===== config.mk =====
export PLATFORM = sky130hd
export DESIGN_NAME = mem_arbiter
export DESIGN_NICKNAME = d
export VERILOG_FILES = /design/src/rtl/mem_arbiter.sv
export SDC_FILE = /design/constraint.sdc
export NUM_CORES = 1
export LEC_CHECK = 0
export BUFFER_PORTS_ARGS = -buffer_cell sky130_fd_sc_hd__buf_4
export CORE_MARGIN = 3
export CORE_UTILIZATION = 46
export CTS_CLUSTER_SIZE = 12
export DETAILED_ROUTE_END_ITERATION = 7
export PLACE_DENSITY = 0.78
export SLEW_MARGIN = 15
export SYNTH_ARGS = -nofsm -noshare
export SYNTH_HDL_FRONTEND = slang
export SYNTH_SLANG_ARGS = --single-unit

===== constraint.sdc =====
create_clock -name clock -period 2.03 [get_ports clock]
set_input_delay 0.203 -clock clock [delete_from_list [all_inputs] [get_ports clock]]
set_output_delay 0.203 -clock clock [all_outputs]
set_load 0.05 [all_outputs]

===== src/rtl/mem_arbiter.sv =====
// rtl/mem_arbiter.sv - fetch/data arbiter in front of a shared single-port memory
// Define ARB_RR_EN for round-robin on contention; otherwise data has fixed priority.
module mem_arbiter #(
  parameter int ADDR_W  = 8,
  parameter int WORD_W  = 9,
  parameter int TIMEOUT = 15
) (
  input  logic              clock,
  input  logic              reset,
  input  logic              halt,
  input  logic              if_req,
  input  logic [ADDR_W-1:0] if_addr,
  output logic              if_ack,
  output logic [WORD_W-1:0] if_rdata,
  input  logic              dm_req,
  input  logic              dm_we,
  input  logic [ADDR_W-1:0] dm_addr,
  input  logic [WORD_W-1:0] dm_wdata,
  output logic              dm_ack,
  output logic [WORD_W-1:0] dm_rdata,
  output logic              err,
  output logic              stall,
  output logic              mem_req,
  output logic              mem_we,
  output logic [ADDR_W-1:0] mem_addr,
  output logic [WORD_W-1:0] mem_wdata,
  input  logic [WORD_W-1:0] mem_rdata,
  input  logic              mem_ack
);
  localparam int CNT_W = $clog2(TIMEOUT + 1);
  localparam logic [CNT_W-1:0] CNT_LAST = CNT_W'(TIMEOUT - 1);

  typedef enum logic [1:0] {IDLE, BUSY_IF, BUSY_DM} state_t;

  state_t            state, state_nxt;
  logic [CNT_W-1:0]  cnt, cnt_nxt;
  logic              if_ack_nxt, dm_ack_nxt, err_nxt;
  logic [WORD_W-1:0] if_rdata_nxt, dm_rdata_nxt;
  logic              mem_req_nxt, mem_we_nxt;
  logic [ADDR_W-1:0] mem_addr_nxt;
  logic [WORD_W-1:0] mem_wdata_nxt;
  logic              if_elig, dm_elig, grant_if, grant_dm, timed_out, done;

  assign stall = (if_req & ~if_ack) | (dm_req & ~dm_ack);

  // A requester acked this cycle may still show its old req; mask it.
  assign if_elig = if_req & ~halt & ~if_ack;
  assign dm_elig = dm_req & ~dm_ack;

`ifdef ARB_RR_EN
  logic last_dm;

  assign grant_dm = dm_elig & (~if_elig | ~last_dm);

  always_ff @(posedge clock) begin
    if (reset) begin
      last_dm <= 1'b1;
    end else if (state == IDLE && (grant_if || grant_dm)) begin
      last_dm <= grant_dm;
    end
  end
`else
  assign grant_dm = dm_elig;
`endif
  assign grant_if = if_elig & ~grant_dm;

  // The counter holds the number of completed mem_req cycles minus one.
  assign timed_out = ~mem_ack & (cnt == CNT_LAST);
  assign done      = mem_ack | timed_out;

  always_comb begin
    state_nxt     = state;
    cnt_nxt       = cnt;
    if_ack_nxt    = 1'b0;
    dm_ack_nxt    = 1'b0;
    err_nxt       = 1'b0;
    if_rdata_nxt  = if_rdata;
    dm_rdata_nxt  = dm_rdata;
    mem_req_nxt   = mem_req;
    mem_we_nxt    = mem_we;
    mem_addr_nxt  = mem_addr;
    mem_wdata_nxt = mem_wdata;
    case (state)
      IDLE: begin
        if (grant_dm) begin
          state_nxt     = BUSY_DM;
          cnt_nxt       = '0;
          mem_req_nxt   = 1'b1;
          mem_we_nxt    = dm_we;
          mem_addr_nxt  = dm_addr;
          mem_wdata_nxt = dm_wdata;
        end else if (grant_if) begin
          state_nxt     = BUSY_IF;
          cnt_nxt       = '0;
          mem_req_nxt   = 1'b1;
          mem_we_nxt    = 1'b0;
          mem_addr_nxt  = if_addr;
          mem_wdata_nxt = '0;
        end
      end
      BUSY_IF: begin
        if (done) begin
          state_nxt    = IDLE;
          mem_req_nxt  = 1'b0;
          if_ack_nxt   = 1'b1;
          err_nxt      = timed_out;
          if_rdata_nxt = mem_ack ? mem_rdata : '0;
        end else begin
          cnt_nxt = cnt + CNT_W'(1);
        end
      end
      BUSY_DM: begin
        if (done) begin
          state_nxt    = IDLE;
          mem_req_nxt  = 1'b0;
          dm_ack_nxt   = 1'b1;
          err_nxt      = timed_out;
          dm_rdata_nxt = (mem_ack & ~mem_we) ? mem_rdata : '0;
        end else begin
          cnt_nxt = cnt + CNT_W'(1);
        end
      end
      default: state_nxt = IDLE;
    endcase
  end

  always_ff @(posedge clock) begin
    if (reset) begin
      state     <= IDLE;
      cnt       <= '0;
      if_ack    <= 1'b0;
      dm_ack    <= 1'b0;
      err       <= 1'b0;
      if_rdata  <= '0;
      dm_rdata  <= '0;
      mem_req   <= 1'b0;
      mem_we    <= 1'b0;
      mem_addr  <= '0;
      mem_wdata <= '0;
    end else begin
      state     <= state_nxt;
      cnt       <= cnt_nxt;
      if_ack    <= if_ack_nxt;
      dm_ack    <= dm_ack_nxt;
      err       <= err_nxt;
      if_rdata  <= if_rdata_nxt;
      dm_rdata  <= dm_rdata_nxt;
      mem_req   <= mem_req_nxt;
      mem_we    <= mem_we_nxt;
      mem_addr  <= mem_addr_nxt;
      mem_wdata <= mem_wdata_nxt;
    end
  end
endmodule


# After elaboration in Yosys (flattened, before gate mapping)

Cells that the tools add are included.

$add $sub $neg: 1
Equality and inequality tests: 6
Multiplexer cells: 21
Bitwise gates (word level): 19
Reduce and logical (&&, ||, !) cells: 13

Operators with widths:

| cell                | count |
|---|---|
| $mux 9              | 4 |
| $mux 8              | 2 |
| $mux 4              | 3 |
| $not 1->1           | 10 |
| $pmux 4 s2          | 1 |
| $reduce_and 2->1    | 4 |
| $and 1x1->1         | 7 |
| $mux 1              | 6 |
| $mux 2              | 3 |
| $reduce_and 3->1    | 2 |
| $reduce_or 2->1     | 3 |
| $add 4x1->4 const B | 1 |
| $eq 4x4->1 const B  | 1 |
| $pmux 2 s2          | 1 |
| $reduce_bool 2->1   | 2 |
| $ne 3x3->1 const B  | 1 |
| $reduce_or 3->1     | 1 |
| $eq 2x1->1 const B  | 1 |
| $eq 2x2->1 const B  | 1 |
| $logic_not 2->1     | 1 |
| $ne 2x1->1 const B  | 1 |
| $ne 2x2->1 const B  | 1 |
| $or 1x1->1          | 2 |
| $pmux 1 s2          | 1 |

Flip-flop bits (word level): 46
Output and inout bits: 41
Logic and storage cells: 71

# Depth between registers and ports, before layout

Depth after elaboration: 7
Gate-level depth with buffers: 7
Depth with buffers taken out: 6

# Worst setup path before layout

Ideal clock, no wire load.

Path type: reg2out
Start: reg dm_ack
End: out stall
Arrival: 1.753 ns
Slack: 0.074 ns
Stages on the path, launching flop included: 5
Cell sequence: dfxtp_1 -> nand2b_1 -> buf_2 -> buf_2 -> o21ai_0

Word-level cells in the longest chain between the ends: 3

RTL lines:

| element                | line | source |
|---|---|---|
| start, declared        | 19   | `output logic dm_ack,` |
| start signal, assigned | 144  | `dm_ack <= dm_ack_nxt;` |
| $not 1->1              | 44   | `assign stall = (if_req & ~if_ack) \| (dm_req & ~dm_ack);` |
| $and 1x1->1            | 44   |  |
| $or 1x1->1             | 44   |  |
| end, declared          | 22   | `output logic stall,` |

No other way between the ends.

# Final worst setup path

Ends and elaborated chain as after synthesis.

==> summary.md <==
| Metric | Value |
|---|---|
| Std cell rows | 22 |
| Hold Crit Start | mem_ack |
| Post-CTS Resized | 0 |
| Final Hold Viols | 0 |
| Peak supply drop | 500.5 uV |
| Mapped Nets | 233 |
| # clock sinks | 46 |
| Unrepaired setup endpoints after global routing | false |
| CTS Hold Bufs | 0 |
| Antenna diodes | 0 |
| Yosys warns | 0 |
| Outcome | complete, no violations |
| DRT Pass-1 Iters | 4 |
| Worst Path Required | 1.83 ns |
| Most common cell in the netlist | dfxtp_1 |
| Met2 wire length | 2212 um |
| Class of the worst hold path | in2reg |
| Initial core utilization | 48.83% |
| # H-tree levels | 2 |
| Core Area | 3744 um2 |
| Post-route ant nets | 0 |
| Initial antenna violation count | 0 |
| Synth async-reset ratio | 0% |
| Global route total overflow | 0 |
| Crit share post-route | 91.42% |
| Die outline width | 69.04 um |
| Synth Area per Inst | 9.828 um2 |
| Top-area cell type share of the netlist area | 50.38% |
| Register area share after synthesis | 50.38% |
| Clk_skew | 0.005736 ns |
| Cell area power density | 847.2 nW/um2 |
| Post-DP HPWL | 3270 um |
| Sequential share of power | 46.6% |
| CP startpoint | dm_ack |
| R2r startpoint | dm_ack |
| Final worst slack | 0.1741 ns |
| Post-synth top area cell | dfxtp_1 |
| Switching pwr | 0.7307 mW |
| Switching part of the total | 33.87% |
| Worst skew pair latency | 0.29 ns |
| Slew of the pin with the lowest slew margin | 0.6720 ns |
| Slew Limit Fails | 0 |
| Fillcell total | 326 |
| Die Area | 4767 um2 |
| All-Layer GR Usage | 18.54% |
| Maximum number of pins on one net before global-route repair | 40 |
| Register bit total from synthesis | 46 |
| Critical-path cell list | nand2b_1 > buf_4 > o21ai_0 > buf_4 |
| Total number of vias | 1649 |
| Mapped cell area | 1828 um2 |
| Die height | 69.04 um |
| Critical Path Start Type | register |
| Metal3 WL | 247 um |
| Layout cells sized above 1 | 36.09% |
| Netlist cell types | 35 |
| Clock transition at path regs | 0.08 ns |
| Clock power frac | 24.1% |
| CTS tree | yes |
| Setup TNS | 0 ns |
| First-pass GRT wire length | 7410 um |
| Max layer used | met4 |
| Cell count after synthesis | 186 |
| Final setup vio count | 0 |
| Top FF cell, synth | dfxtp_1 |
| Number of max-cap violations | 0 |
| Cell Int Power | 1.427 mW |
| Clk buf depth | 2 |
| Critical Path End Type | primary output |
| Highest Clock Rate | 538.8 MHz |
| Logic pwr share | 29.3% |
| Nets | 313 |
| Pleak | 1.166 nW |
| Routed length per instance | 13.96 um |
| CTS root buf | clkbuf_8 |
| Number of CTS-inserted buffers | 5 |
| Post-CTS Setup Bufs | 0 |
| CP Max Fanout | 11 |
| Post-synth top cells | dfxtp_1 (46), nor2_1 (33), a22oi_1 (20) |
| Worst path most repeated cell | buf_4 |
| CP peak stage delay | 0.48 ns |
| First DRT Iteration DRCs | 108 |
| Metal-1 WL | 1871 um |
| Num ports | 82 |
| Pre-CTS setup slack | 0.2991 ns |
| Critical path arrival | 1.65 ns |
| Crit path kind | reg2out |
| Final WL | 4385 um |
| # DRC | 0 |
| Max-slew headroom | 55.03% |
| Post-synth EDFFs | 0 |
| Via/cell ratio | 5.252 |
| Area grow syn2layout | 39.29% |
| Post-route minimum period | 1.856 ns |
| Top cells by area, synth | dfxtp_1 (50%), a22oi_1 (8.2%), nor2_1 (6.8%) |
| Pwr Total | 2.157 mW |
| # port buffers | 81 |
| Final design utilization | 68.01% |
| Routability cong. | 0.7917 |
| Vias in the first global route | 1634 |
| Critical-path top delay cell | nand2b_1 |
==> critical path, delay by kind of cell, from the launching register on <==
family | cells | cell delay [ns]
AOI/OAI and AO/OA | 1 | 0.09
buffers and inverters | 2 | 0.45
and+or+nand+nor | 1 | 0.48
DFF | 1 | 0.33
==> power groups by stage <==
stage | clock [mW] | combinational, mW | sequential (mW)
global placement | 0 | 0.626 | 1.03
floorplan | 0 | 0.231 | 1.22
global route | 0.567 | 0.679 | 1.02
detailed placement | 0 | 0.634 | 1.03
CTS | 0.535 | 0.635 | 1.01
finish | 0.520 | 0.631 | 1.01
==> layout by cell type, fill, tap and decap left out, drive strengths merged <==
master and n:
a31oi 2, nand3 1, ha 6, clkinv 2
a22oi 20, and2 1, or3 2, or3b 1
nand2b 2, nor4b 1, a22o 9, o21ai 5
mux2i 8, inv 6, nor3b 1, a32oi 1
a21o 1, and4b 1, dfxtp 46, a31o 2
buf 85, nor2 33, a32o 1, nor4 1
nand3b 1, clkbuf 5, a211oi 8, nor4bb 1
a21oi 8, nor3 1, nand2 4
==> state kept, by name, indices dropped and copies added (netlist names) <==
register,flops
if_ack,1
if_rdata,9
err,1
mem_we,1
mem_addr,8
dm_rdata,9
state,2
mem_wdata,9
dm_ack,1
cnt,4
mem_req,1
==> per-stage QoR <==
step | hold WS, ns | std cells | cell area, um2
3_3_place_gp | 0.4228 | 307 | 2467
3_5_place_dp | 0.4245 | 307 | 2467
4_1_cts | 0.1102 | 314 | 2546
5_1_grt | 0.1204 | 314 | 2546
6_report | 0.1217 | 314 | 2546
2_1_floorplan | 0.2799 | 186 | 1828
==> logic make-up after synthesis <==
| group | after synthesis | synth area share (%) |
|---|---|---|
| buffers and inverters | 18 | 4.449 |
| adders and majority gates | 6 | 4.107 |
| muxes | 8 | 4.381 |
| AOI/OAI and AO/OA | 57 | 23.61 |
| DFF | 46 | 50.38 |
| and+or+nand+nor | 51 | 13.07 |
==> path summary, 6_finish.rpt <==
| check | endpoint | slack, ns | cells past startpoint |
|---|---|---|---|
| worst min-delay path | err | 0.12 | 2 |
| worst max register to register | mem_wdata[8] | 0.29 | 4 |
| worst min register to register | mem_req | 0.48 | 2 |
| worst max-delay path | stall | 0.17 | 4 |
==> per-layer routing <==
| metal | vias up | global-route usage [%] |
|---|---|---|
| met3 | 6 | 4.227 |
| met5 | - | 0 |
| met4 | 0 | 6.941 |
| li1 | 831 | - |
| met2 | 52 | 31.78 |
| met1 | 760 | 22.50 |
==> cell type report <==
| type | count | area, um2 | share of cell area (%) |
|---|---|---|---|
| clock inverters | 2 | 10.01 | 0.3931 |
| multi-input cells | 122 | 825.8 | 32.43 |
| flip-flops and latches | 46 | 920.9 | 36.17 |
| clock buffers | 5 | 68.82 | 2.703 |
| well taps | 48 | 60.06 | 2.359 |
| inverters | 6 | 22.52 | 0.8845 |
| repair buffers | 85 | 638.1 | 25.06 |
No activity file was read; power rests on OpenSTA's default activity.
